===== src/rtl/decoder_scan_sequencer.sv =====
// Index sequencer feeding an N-to-2^N decoder: steps first..last (with wrap) holding each index dwell+1 cycles.
// Optional build macro SCAN_CONTINUOUS_EN: repeat passes forever until stop/rst instead of finishing once.
module decoder_scan_sequencer #(
  parameter int N       = 3,
  parameter int DWELL_W = 8
) (
  input  logic               clk,
  input  logic               rst,
  input  logic               start,
  input  logic               stop,
  input  logic [N-1:0]       first,
  input  logic [N-1:0]       last,
  input  logic [DWELL_W-1:0] dwell,
  output logic [N-1:0]       idx_out,
  output logic               idx_valid,
  output logic               busy,
  output logic               wrap,
  output logic               done,
  output logic [1:0]         state_dbg
);

  typedef enum logic [1:0] {
    IDLE   = 2'd0,
    RUN    = 2'd1,
    DONE_S = 2'd2
  } state_t;

  localparam logic [N-1:0]       IDX_MAX  = {N{1'b1}};
  localparam logic [N-1:0]       IDX_ONE  = {{(N-1){1'b0}}, 1'b1};
  localparam logic [DWELL_W-1:0] DCNT_ONE = {{(DWELL_W-1){1'b0}}, 1'b1};

  state_t             state_q, state_d;
  logic [N-1:0]       idx_d;
  logic [N-1:0]       first_q, first_d;
  logic [N-1:0]       last_q, last_d;
  logic [DWELL_W-1:0] dwell_q, dwell_d;
  logic [DWELL_W-1:0] dcnt_q, dcnt_d;
  logic               wrap_d, done_d;

  always_ff @(posedge clk or posedge rst) begin
    if (rst) begin
      state_q <= IDLE;
      idx_out <= '0;
      first_q <= '0;
      last_q  <= '0;
      dwell_q <= '0;
      dcnt_q  <= '0;
      wrap    <= 1'b0;
      done    <= 1'b0;
    end else begin
      state_q <= state_d;
      idx_out <= idx_d;
      first_q <= first_d;
      last_q  <= last_d;
      dwell_q <= dwell_d;
      dcnt_q  <= dcnt_d;
      wrap    <= wrap_d;
      done    <= done_d;
    end
  end

  always_comb begin
    state_d = state_q;
    idx_d   = idx_out;
    first_d = first_q;
    last_d  = last_q;
    dwell_d = dwell_q;
    dcnt_d  = dcnt_q;
    wrap_d  = 1'b0;
    done_d  = 1'b0;
    case (state_q)
      IDLE: begin
        if (start && !stop) begin
          state_d = RUN;
          idx_d   = first;
          dcnt_d  = dwell;
          first_d = first;
          last_d  = last;
          dwell_d = dwell;
        end
      end
      RUN: begin
        if (stop) begin
          state_d = IDLE;
        end else if (dcnt_q != '0) begin
          dcnt_d = dcnt_q - DCNT_ONE;
        end else if (idx_out != last_q) begin
          idx_d  = idx_out + IDX_ONE;
          dcnt_d = dwell_q;
          wrap_d = (idx_out == IDX_MAX);
        end else begin
`ifdef SCAN_CONTINUOUS_EN
          // Restart the pass in place; a reload from 2^N-1 to 0 still counts as a wrap.
          idx_d  = first_q;
          dcnt_d = dwell_q;
          done_d = 1'b1;
          wrap_d = (idx_out == IDX_MAX) && (first_q == '0);
`else
          state_d = DONE_S;
          done_d  = 1'b1;
`endif
        end
      end
      DONE_S: begin
        state_d = IDLE;
      end
      default: begin
        state_d = IDLE;
      end
    endcase
  end

  assign idx_valid = (state_q == RUN);
  assign busy      = (state_q == RUN);
  assign state_dbg = state_q;

endmodule


===== config.mk =====
export PLATFORM = sky130hd
export DESIGN_NAME = decoder_scan_sequencer
export DESIGN_NICKNAME = d
export VERILOG_FILES = /design/src/rtl/decoder_scan_sequencer.sv
export SDC_FILE = /design/constraint.sdc
export NUM_CORES = 1
export LEC_CHECK = 0
export ABC_CLOCK_PERIOD_IN_PS = 2300
export CAP_MARGIN = 20
export CORE_ASPECT_RATIO = 0.6
export CORE_MARGIN = 2
export CORE_UTILIZATION = 52
export DETAILED_ROUTE_END_ITERATION = 6
export PLACE_DENSITY_LB_ADDON = 0.15
export SYNTH_ARGS = -nofsm -noshare
export SYNTH_HDL_FRONTEND = slang
export SYNTH_SLANG_ARGS = --single-unit

===== constraint.sdc =====
create_clock -name clk -period 2.3 [get_ports clk]
set_clock_uncertainty 0.1 [all_clocks]
set_input_delay 0.23 -clock clk [delete_from_list [all_inputs] [get_ports clk]]
set_output_delay 0.23 -clock clk [all_outputs]
set_load 0.01 [all_outputs]

## Yosys cells after proc, flatten, opt, wreduce, memory -nomap -nowiden

Cells that the tools add are included.

- Input port bits: 18
- Flip-flop bits (word level): 26
- ROM bits: 0
- Memory bits (writable): 0
- Memories kept: 0
- Logic and storage cells: 51
- Bits in latches: 0

- Bitwise gates (word level): 0
- Shifts and indexed selects: 0
- Multiplexer cells: 23
- Div/mod/pow operators: 0
- Multipliers: 0
- Eq/ne operators: 10
- $add $sub $neg: 2
- Reductions and logical operators: 9
- $lt $le $gt $ge: 0

Operator list:

| operator | number |
|---|---|
| $mux W8 | 4 |
| $pmux W8 S2 | 1 |
| $mux W3 | 4 |
| $mux W1 | 8 |
| $mux W2 | 4 |
| $reduce_bool A8 Y1 | 1 |
| $sub A8 B1 Y8 const B | 1 |
| $ne A2 B2 Y1 const B | 3 |
| $ne A3 B3 Y1 const B | 2 |
| $pmux W3 S2 | 1 |
| $reduce_and A5 Y1 | 1 |
| $pmux W2 S2 | 1 |
| $reduce_and A4 Y1 | 1 |
| $add A3 B1 Y3 const B | 1 |
| $eq A3 B3 Y1 const B | 1 |
| $ne A3 B1 Y1 const B | 1 |
| $ne A3 B3 Y1 | 1 |
| $reduce_and A3 Y1 | 1 |
| $eq A2 B1 Y1 const B | 1 |
| $logic_not A2 Y1 | 1 |
| $ne A2 B1 Y1 const B | 1 |
| $reduce_and A2 Y1 | 1 |
| $reduce_bool A2 Y1 | 1 |
| $logic_and A1 B1 Y1 | 1 |
| $logic_not A1 Y1 | 1 |

## Longest topological paths before layout

- Depth in word-level cells: 5
- Mapped depth: 7
- Depth with buffers taken out: 6

## Least setup slack after synthesis

OpenSTA, ideal clock, no wires.

- Path type: reg-to-reg
- From: reg dcnt_q[0]
- To: reg idx_out[1]
- Data arrival time: 1.683 ns
- Cell stages (with the launch flop): 8
- Path slack: 0.389 ns
- Path buffers: 1
- Setup time: 0.128 ns
- Clock period less this slack: 1.911 ns
- Cells stage by stage: dfrtp_1 -> inv_1 -> ha_1 -> nor4b_4 -> buf_6 -> o311ai_1 -> a21oi_2 -> mux2_1

- Longest elaborated chain between the ends: 3

RTL lines:

| item | RTL line | RTL |
|---|---|---|
| start, declared | 37 | `logic [DWELL_W-1:0] dcnt_q, dcnt_d;` |
| start signal, assigned | 56 | `dcnt_q <= dcnt_d;` |
| $reduce_bool A8 Y1 | 85 | `end else if (dcnt_q != '0) begin` |
| $ne A2 B2 Y1 (no line) | -- |  |
| $reduce_and A5 Y1 (no line) | -- |  |
| end signal, assigned | 52 | `idx_out <= idx_d;` |
| end, declared | 14 | `output logic [N-1:0] idx_out,` |

No other way between the ends.
A chain may end at the register's enable or synchronous reset.

## Worst setup path after layout

- From: reg dcnt_q[0]
- To: reg idx_out[2]

The elaborated chain is that of the path after synthesis.

==> results.ini <==
[status]
status=finished, final reports clean

[timing]
min_period_ns=2.20
finalHoldViolations=0
whs_ns=0.207
setup_viol=0
relSlewSlack_pct=61.9
fin_tns_setup_ns=0
final_max_slew_viol_count=0
fmax_mhz=454
final.period_utilization_pct=95.8
rsz0062_at_grt=no
worstMarginPinSlew_ns=0.568

[drt]
wl_per_cell_um=16.9
drtAntennaViolNets=0
vias=1235
wl_mm=3.61
drt_first_pass_iters=4
drc_errors=0
drt_iter0_markers=137
viasPerCell=5.80

[layout]
final_util_pct=66.7
num_antenna_cells=0
nets=195
syn2layout_area_growth_pct=21.3
regArea_sq_um=651
drive_gt1_share_pct=18.7
nFillCells=249
multi_input_area_sq_um=862

[setup_path]
crit_path_start_kind=flop
worstSetupEndpointType=flop
cp_max_fo=8
cp.arrival_ns=2.26
worst_ep_required_time_ns=2.36
crit_type=reg -> reg

[floorplanning]
io_pins=27
core_area_sq_um=2890
row_count=15
start_util_pct=55.0
die_w_um=75.4
dieArea_sq_um=3530
dieHeight_um=46.8

[cts]
htree_levels=1
postCtsSetupRepairBufs=0
clkSlewWorstSetupHoldPaths_ns=0.09
worst_skew_pair.late_latency_ns=0.27
clock-sinks=26
clk_path_buf_depth=2
cts_buffers=3
ctsHoldBuffers=0
cts_resized=0
root_buffer=clkbuf_8
tritoncts=yes

[yosys]
yosysTopAreaCell=dfrtp_1
synthFlopType=dfrtp_1
synth-async-reset-ratio_pct=100
synth-warning-count=0
synth_top_cell_area_share_pct=40.9
synthTopCellsByArea=dfrtp_1 (41%), mux2_2 (7.8%), mux2_4 (3.8%), nand2_1 (3.8%), ha_1 (3.1%)
yosys.cell_count.top_type=dfrtp_1
synthTopCellsByCount=dfrtp_1 (26), nand2_1 (16), mux2_2 (11), buf_2 (6), nor2_1 (6)
syn_avg_cell_area_sq_um=10.9
syn_inst=146
netlist_area_sq_um=1590
seq_area_frac_synth_pct=40.9
syn_nets=168
synth_edf_count=0
synth.ff_latch_count=26
yosysUniqueCellTypes=53

[worst_hold_path]
min_path_type=in -> async

[pwr]
total_power_mw=1.46
irDropWorstVdd_uv=327
power-per-cell-area_nw_per_um2=757
leakage_nw=0.784

[flow_run]
cap_viol_max_count=0

[placed_design]
dp_hpwl_mm=2.77
io_buffers=26
routabilityCongestion=0.884

[global_routing]
track_usage_pct=23.0
grt_pass1_vias=1172
antenna_found_initial=0
grt-ovfl-total=0
grt_max_degree=27
grt_pass1_wl_mm=5.84

[layer usage]
layer  track usage [%]  vias up  wire length [um]
met5                 0        -                 0
met2              33.6       64              1510
met1              33.3      574              1690
met4              4.21        0                23
li1                  -      593                 -
met3              8.58        4               381
[worst max-delay path, stage by stage (launching register included)]
cell	delay, ns
dfrtp_1	0.43
inv_1	0.13
ha_1	0.20
nor4b_4	0.40
o311ai_1	0.24
a21oi_2	0.24
mux2_1	0.34
[layout by cell type, fill, tap and decap left out, types with 2 or more instances in the layout]
master / n
nor2_1: 6
nand3b_1: 3
mux2_4: 4
clkdlybuf4s50_1: 26
mux2i_1: 2
a21oi_1: 2
mux2_1: 2
nor3_1: 5
xor2_1: 4
o211ai_1: 2
mux2_2: 11
buf_4: 5
nand4_1: 2
clkbuf_8: 3
nor2b_1: 2
o22a_1: 2
a22oi_1: 3
o21ai_1: 2
or3_1: 2
nand2_1: 16
inv_1: 5
nor3b_1: 2
ha_1: 4
dfrtp_1: 26
[sequential cells by signal (all words and copies together) (netlist names)]
| signal | count |
|---|---|
| dcnt_q | 8 |
| dwell_q | 8 |
| idx_out | 3 |
| last_q | 3 |
| state_dbg | 2 |
| done | 1 |
| wrap | 1 |
[path summary, 6_finish.rpt]
path | from | end | slack (ns) | cells after the start
setup / recovery | dcnt_q[0] | idx_out[2] | 0.1 | 6
hold / removal | rst | last_q[2] | 0.21 | 3
setup reg to reg | dcnt_q[0] | idx_out[2] | 0.1 | 6
hold reg to reg | dwell_q[5] | dwell_q[5] | 0.41 | 1
max in group asynchronous | rst | dcnt_q[1] | 1.64 | 3
min in group clk | dwell_q[5] | dwell_q[5] | 0.41 | 1
[kinds of logic after synthesis]
| family | after synthesis | synth area share (%) |
|---|---|---|
| buffers and inverters | 15 | 5.20 |
| muxes | 19 | 14.3 |
| DFF | 26 | 40.9 |
| and+or+nand+nor | 49 | 18.6 |
| xor gates and xnor gates | 4 | 2.20 |
| adders and majority gates | 4 | 3.15 |
| AOI/OAI and AO/OA | 29 | 15.7 |
[area by class of cell]
| class | count | area share [%] |
|---|---|---|
| Clock buffer | 3 | 2.14 |
| Inverter | 6 | 1.17 |
| Tap cell | 42 | 2.73 |
| Sequential cell | 26 | 33.8 |
| Multi-Input combinational cell | 105 | 44.7 |
| Timing Repair Buffer | 31 | 15.5 |
[metrics by stage]
step / instances / setup WS [ns] / instance area (sq um)
after global routing: 213 / 0.0318 / 1930
final: 213 / 0.0975 / 1930
after floorplan: 146 / 0.389 / 1590
after detailed placement: 210 / 0.145 / 1890
after global placement: 210 / 0.244 / 1890
after CTS: 213 / 0.125 / 1930
[report_power, final]
group	internal, mW	total (mW)	switching, mW
clock	0.117	0.256	0.139
sequential	0.546	0.683	0.137
combinational	0.276	0.519	0.243
total	0.939	1.46	0.519
(Power assumes the default switching activity.)
